--- config.mk ---
export PLATFORM = sky130hd
export DESIGN_NAME = psum_writeback
export DESIGN_NICKNAME = d
export VERILOG_FILES = /design/src/rtl/psum_writeback_pkg.sv /design/src/rtl/psum_relu.sv /design/src/rtl/psum_writeback.sv
export SDC_FILE = /design/constraint.sdc
export NUM_CORES = 1
export LEC_CHECK = 0
export ABC_AREA = 1
export BUFFER_PORTS_ARGS = -buffer_cell sky130_fd_sc_hd__buf_4
export CAP_MARGIN = 15
export CORE_MARGIN = 3
export CORE_UTILIZATION = 44
export CTS_CLUSTER_DIAMETER = 200
export DETAILED_ROUTE_END_ITERATION = 7
export GPL_ROUTABILITY_DRIVEN = 0
export GPL_TIMING_DRIVEN = 0
export PLACE_DENSITY = 0.76
export SYNTH_ARGS = -nofsm -noshare
export SYNTH_HDL_FRONTEND = slang
export SYNTH_SLANG_ARGS = --single-unit
export TNS_END_PERCENT = 100
--- constraint.sdc ---
create_clock -name clk -period 5.25 [get_ports clk]
set_input_delay 0.525 -clock clk [delete_from_list [all_inputs] [get_ports clk]]
set_output_delay 0.525 -clock clk [all_outputs]
set_load 0.02 [all_outputs]
--- src/rtl/psum_writeback_pkg.sv ---
// ----------------------------------------------------------------------------
// psum_writeback_pkg
//   Shared definitions for the partial-sum writeback block:
//   - default lane width, lanes per word and SRAM address width
//   - FSM state encoding used by psum_writeback
// Optional feature macro used by the block: PSUM_WB_RELU_EN
// ----------------------------------------------------------------------------
package psum_writeback_pkg;

  localparam int PSUM_BW = 16;
  localparam int COL     = 8;
  localparam int ADDR_W  = 11;

  typedef enum logic [1:0] {
    ST_IDLE  = 2'd0,
    ST_DRAIN = 2'd1,
    ST_FLUSH = 2'd2,
    ST_DONE  = 2'd3
  } wb_state_t;

endpackage

--- src/rtl/psum_relu.sv ---
// ----------------------------------------------------------------------------
// psum_relu
//   Single-lane ReLU on a two's-complement value: negative inputs become 0,
//   non-negative inputs pass through unchanged. Purely combinational.
// Ports:
//   lane_in   input  bw  signed lane value
//   lane_out  output bw  rectified lane value
// ----------------------------------------------------------------------------
module psum_relu #(
  parameter int bw = 16
) (
  input  logic [bw-1:0] lane_in,
  output logic [bw-1:0] lane_out
);

  assign lane_out = lane_in[bw-1] ? '0 : lane_in;

endmodule

--- src/rtl/psum_writeback.sv ---
// ----------------------------------------------------------------------------
// psum_writeback
//   Drains num_words words from the output FIFO into the psum SRAM starting
//   at base_addr. One pop per cycle when the FIFO has data; each pop turns
//   into one registered SRAM write in the following cycle. The address
//   pointer wraps modulo 2^addr_w.
//
// Configuration:
//   PSUM_WB_RELU_EN  when defined, every lane is rectified (negative -> 0)
//                    before being written. Latency and handshake unchanged.
//
// Ports:
//   clk          input   1              rising-edge clock
//   reset        input   1              asynchronous active-high reset
//   start        input   1              drain request, honoured in IDLE only
//   base_addr    input   addr_w         first SRAM address
//   num_words    input   addr_w+1       words to drain (0..2^addr_w)
//   ofifo_valid  input   1              output FIFO not empty
//   psum_in      input   psum_bw*col    output FIFO head word
//   ofifo_rd     output  1              pop strobe (combinational)
//   sram_cen     output  1              SRAM chip enable, active-low
//   sram_wen     output  1              SRAM write enable, active-low
//   sram_addr    output  addr_w         SRAM write address
//   sram_d       output  psum_bw*col    SRAM write data
//   busy         output  1              high in DRAIN and FLUSH
//   done         output  1              one-cycle completion pulse
// ----------------------------------------------------------------------------
module psum_writeback
  import psum_writeback_pkg::*;
#(
  parameter int psum_bw = PSUM_BW,
  parameter int col     = COL,
  parameter int addr_w  = ADDR_W
) (
  input  logic                   clk,
  input  logic                   reset,
  input  logic                   start,
  input  logic [addr_w-1:0]      base_addr,
  input  logic [addr_w:0]        num_words,
  input  logic                   ofifo_valid,
  input  logic [psum_bw*col-1:0] psum_in,
  output logic                   ofifo_rd,
  output logic                   sram_cen,
  output logic                   sram_wen,
  output logic [addr_w-1:0]      sram_addr,
  output logic [psum_bw*col-1:0] sram_d,
  output logic                   busy,
  output logic                   done
);

  localparam int W = psum_bw * col;

  localparam logic [addr_w-1:0] PTR_ONE = {{(addr_w-1){1'b0}}, 1'b1};
  localparam logic [addr_w:0]   REM_ONE = {{addr_w{1'b0}}, 1'b1};

  wb_state_t         state;
  logic [addr_w-1:0] pointer;
  logic [addr_w:0]   remaining;
  logic              pop;
  logic [W-1:0]      wr_word;

  // A pop only happens while draining with words still owed; the remaining
  // test keeps the last pop from being repeated in the FLUSH transition cycle.
  assign pop      = (state == ST_DRAIN) && ofifo_valid && (remaining != '0);
  assign ofifo_rd = pop;

`ifdef PSUM_WB_RELU_EN
  genvar gi;
  generate
    for (gi = 0; gi < col; gi++) begin : g_relu
      psum_relu #(
        .bw(psum_bw)
      ) u_relu (
        .lane_in (psum_in[gi*psum_bw +: psum_bw]),
        .lane_out(wr_word[gi*psum_bw +: psum_bw])
      );
    end
  endgenerate
`else
  assign wr_word = psum_in;
`endif

  always_ff @(posedge clk or posedge reset) begin
    if (reset) begin
      state     <= ST_IDLE;
      pointer   <= '0;
      remaining <= '0;
      sram_cen  <= 1'b1;
      sram_wen  <= 1'b1;
      sram_addr <= '0;
      sram_d    <= '0;
      busy      <= 1'b0;
      done      <= 1'b0;
    end else begin
      // Idle SRAM port by default; address and data keep their last values.
      sram_cen <= 1'b1;
      sram_wen <= 1'b1;
      done     <= 1'b0;

      if (pop) begin
        sram_cen  <= 1'b0;
        sram_wen  <= 1'b0;
        sram_addr <= pointer;
        sram_d    <= wr_word;
        pointer   <= pointer + PTR_ONE;
        remaining <= remaining - REM_ONE;
      end

      case (state)
        ST_IDLE: begin
          if (start) begin
            pointer   <= base_addr;
            remaining <= num_words;
            if (num_words == '0) begin
              state <= ST_DONE;
              done  <= 1'b1;
            end else begin
              state <= ST_DRAIN;
              busy  <= 1'b1;
            end
          end
        end
        ST_DRAIN: begin
          if (pop && (remaining == REM_ONE)) begin
            state <= ST_FLUSH;
          end
        end
        ST_FLUSH: begin
          // The final write is on the SRAM port during this cycle.
          state <= ST_DONE;
          busy  <= 1'b0;
          done  <= 1'b1;
        end
        ST_DONE: begin
          state <= ST_IDLE;
        end
        default: begin
          state <= ST_IDLE;
          busy  <= 1'b0;
        end
      endcase
    end
  end

endmodule

==> results_dict.tcl <==
set metrics [dict create \
    post_cts_buffers 0 \
    detail-route-antenna-nets 0 \
    cp_num_cells 7 \
    grt_pass1_vias 6473 \
    max_clock_freq_mhz 364 \
    numCtsBuffers 17 \
    final_cell_mix "440 x nand2_1, 301 x buf_4, 166 x dfrtp_1, 90 x nand2_2, 45 x inv_1" \
    startpoint_type "flip-flop" \
    cp.buffers_inverters 4 \
    rows 47 \
    grt_pass1_wl_um 33500 \
    drcViolationCount 0 \
    clock-root-buffer "clkbuf_16" \
    final_net_count 1382 \
    crit_chain "inv_1, ha_1, inv_1, nor2_4, a21oi_4, buf_1, buf_4" \
    slew_headroom_pct 64.1 \
    io_pins 299 \
    syn_area_um2 7660 \
    synth_warnings 0 \
    p_leak_uw 0.00607 \
    clock-sinks 167 \
    reg2regPathDepth 9 \
    synth-seq-cells 167 \
    clock_path_buffers 2 \
    area_growth_pct 41.3 \
    drv_slew 0 \
    cpMostUsedCell "inv_1" \
    pre_cts_ws_ps 2960 \
    avgRoutedWirePerCell_um 15.6 \
    cts_max_level 4 \
    num-fill-cells 1435 \
    synth_nets 1064 \
    core-area_um2 16800 \
    finalSetupViolations 0 \
    drtIter0Drc 335 \
    antenna_found_initial 0 \
    stdcell_count 1453 \
    finalHoldViolations 0 \
    final_common_cell "nand2_1" \
    ctsResizeCount 0 \
    startpoint "remaining[0]" \
    hold_buffers 0 \
    end_kind "output port" \
    vias 6764 \
    finalCritPeriodShare_pct 52.4 \
    arrival_ps 2220 \
    slowest_stage "buf_1" \
    fp.dieW_um 138 \
    ys_types 29 \
    drive_above_1_share_pct 38.6 \
    crit_family "buffers and inverters" \
    status "finished clean" \
    slowest_delay_ps 430 \
    setup_ws_ps 2500 \
    grt_max_degree 95 \
    max_cap_viol_count 0 \
    path_class "flip-flop to output port" \
    cts_tree "done" \
    diodes 0 \
    cellPowerDensity_nw_per_um2 649 \
    min_path_type "input port to asynchronous set/reset pin" \
    syn_area_per_cell_um2 8.49 \
    avgViaCountPerCell 4.66 \
    clk_pin_slew_ps 70 \
    final.min_clock_period_ps 2750 \
    post-route-util_pct 64.3 \
    grt_setup_unrepaired "no" \
    grt_overflow 0 \
    die_height_um 138 \
    dp.cells 1421 \
    crit_fanout 10 \
    dr.pass1.iters 5 \
    tightest_slew_ps 538 \
    synth_cells 902 \
    dp_hpwl_um 17100 \
    worstPathRequired_ps 4720 \
    clk_latency_ps 420 \
    ys_seq_area_share_pct 54.6 \
    peakVddDrop_mv 0.283 \
    die-area_um2 19000 \
    fin_skew_ps 7.73 \
    grt_util_all_layers_pct 23.0 \
    wl_um 22700 \
    initial_core_util_pct 45.5 \
    numPortBuffers 298 \
    rr_startpoint "remaining[0]" \
]
[synthesized netlist by cell type (all sizes together)]
master	instances	area share, %
or2	12	0.98
dfstp	1	0.34
nand2	532	29
nor3	1	0.065
inv	47	2.3
clkbuf	6	0.29
xnor2	5	0.57
clkinv	1	0.049
o21ai	11	0.72
nand3	37	2.5
xor2	7	0.80
dfrtp	166	54
ha	7	1.1
nand3b	1	0.098
a21oi	1	0.21
buf	33	4.2
nor2	28	1.7
nand4	6	0.49
[worst register-to-register path, cell delays in order, from the launching register on]
cell	delay [ps]
dfrtp_1	400
inv_1	130
ha_1	240
inv_1	100
nor2_4	60
a21oi_4	220
buf_2	300
buf_2	350
nand2_1	90
nand2_1	70
[routing by layer]
| metal | global-route usage, % | share of wire, % | up-vias | wire, um |
|---|---|---|---|---|
| met1 | 26.5 | 39 | 3138 | 8850 |
| met5 | 0 | 0 | - | 0 |
| met3 | 5.59 | 7.5 | 38 | 1690 |
| met4 | 9.82 | 3.0 | 0 | 672 |
| met2 | 40.6 | 51 | 229 | 11500 |
| li1 | - | - | 3359 | - |
[per-stage QoR]
step	setup TNS [ps]	hold slack, ps	instance area (um2)	total power [uW]
2_1_floorplan	0	467	7660	4350
3_3_place_gp	-275790	464	10200	5670
3_5_place_dp	0	466	10200	5770
4_1_cts	0	171	10800	7090
5_1_grt	0	198	10800	7480
6_report	0	162	10800	7020
[sequential cells by signal (all words and copies together) (netlist names)]
| register | cells |
|---|---|
| done | 1 |
| sram_addr | 11 |
| busy | 1 |
| pointer | 11 |
| sram_d | 128 |
| sram_wen | 1 |
| state | 2 |
| remaining | 12 |
[cells by family after synthesis]
logic type | share of synthesized area, %
DFF | 54.6
adders and majority gates | 1.14
and+or+nand+nor | 35.1
buffers and inverters | 6.85
AOI/OAI and AO/OA | 0.931
xor gates and xnor gates | 1.37
[path summary, 6_finish.rpt]
kind	end	slack (ps)
max reg2reg	sram_d[0]	3240
min reg2reg	sram_addr[0]	480
max in group asynchronous	sram_d[58]	4240
min in group clk	sram_d[64]	290
min	sram_d[5]	160
max	ofifo_rd	2500
[power breakdown]
part | switching, uW | internal (uW) | total (uW) | leakage [uW]
sequential | 461 | 1900 | 2360 | 0.00206
clock | 526 | 769 | 1290 | 0.000296
combinational | 1980 | 1390 | 3370 | 0.00371
[area by class of cell]
type                    instances  area (um2)  area share [%]
flip-flops and latches        167        4180            38.6
multi-input cells             648        2950            27.3
repair buffers                299        2260            20.9
clock buffers                  19         443            4.09
plain buffers                  39         344            3.18
well taps                     220         275            2.54
inverters                      48         188            1.73
clock inverters                13         170            1.57
No activity file was read; power rests on OpenSTA's default activity.
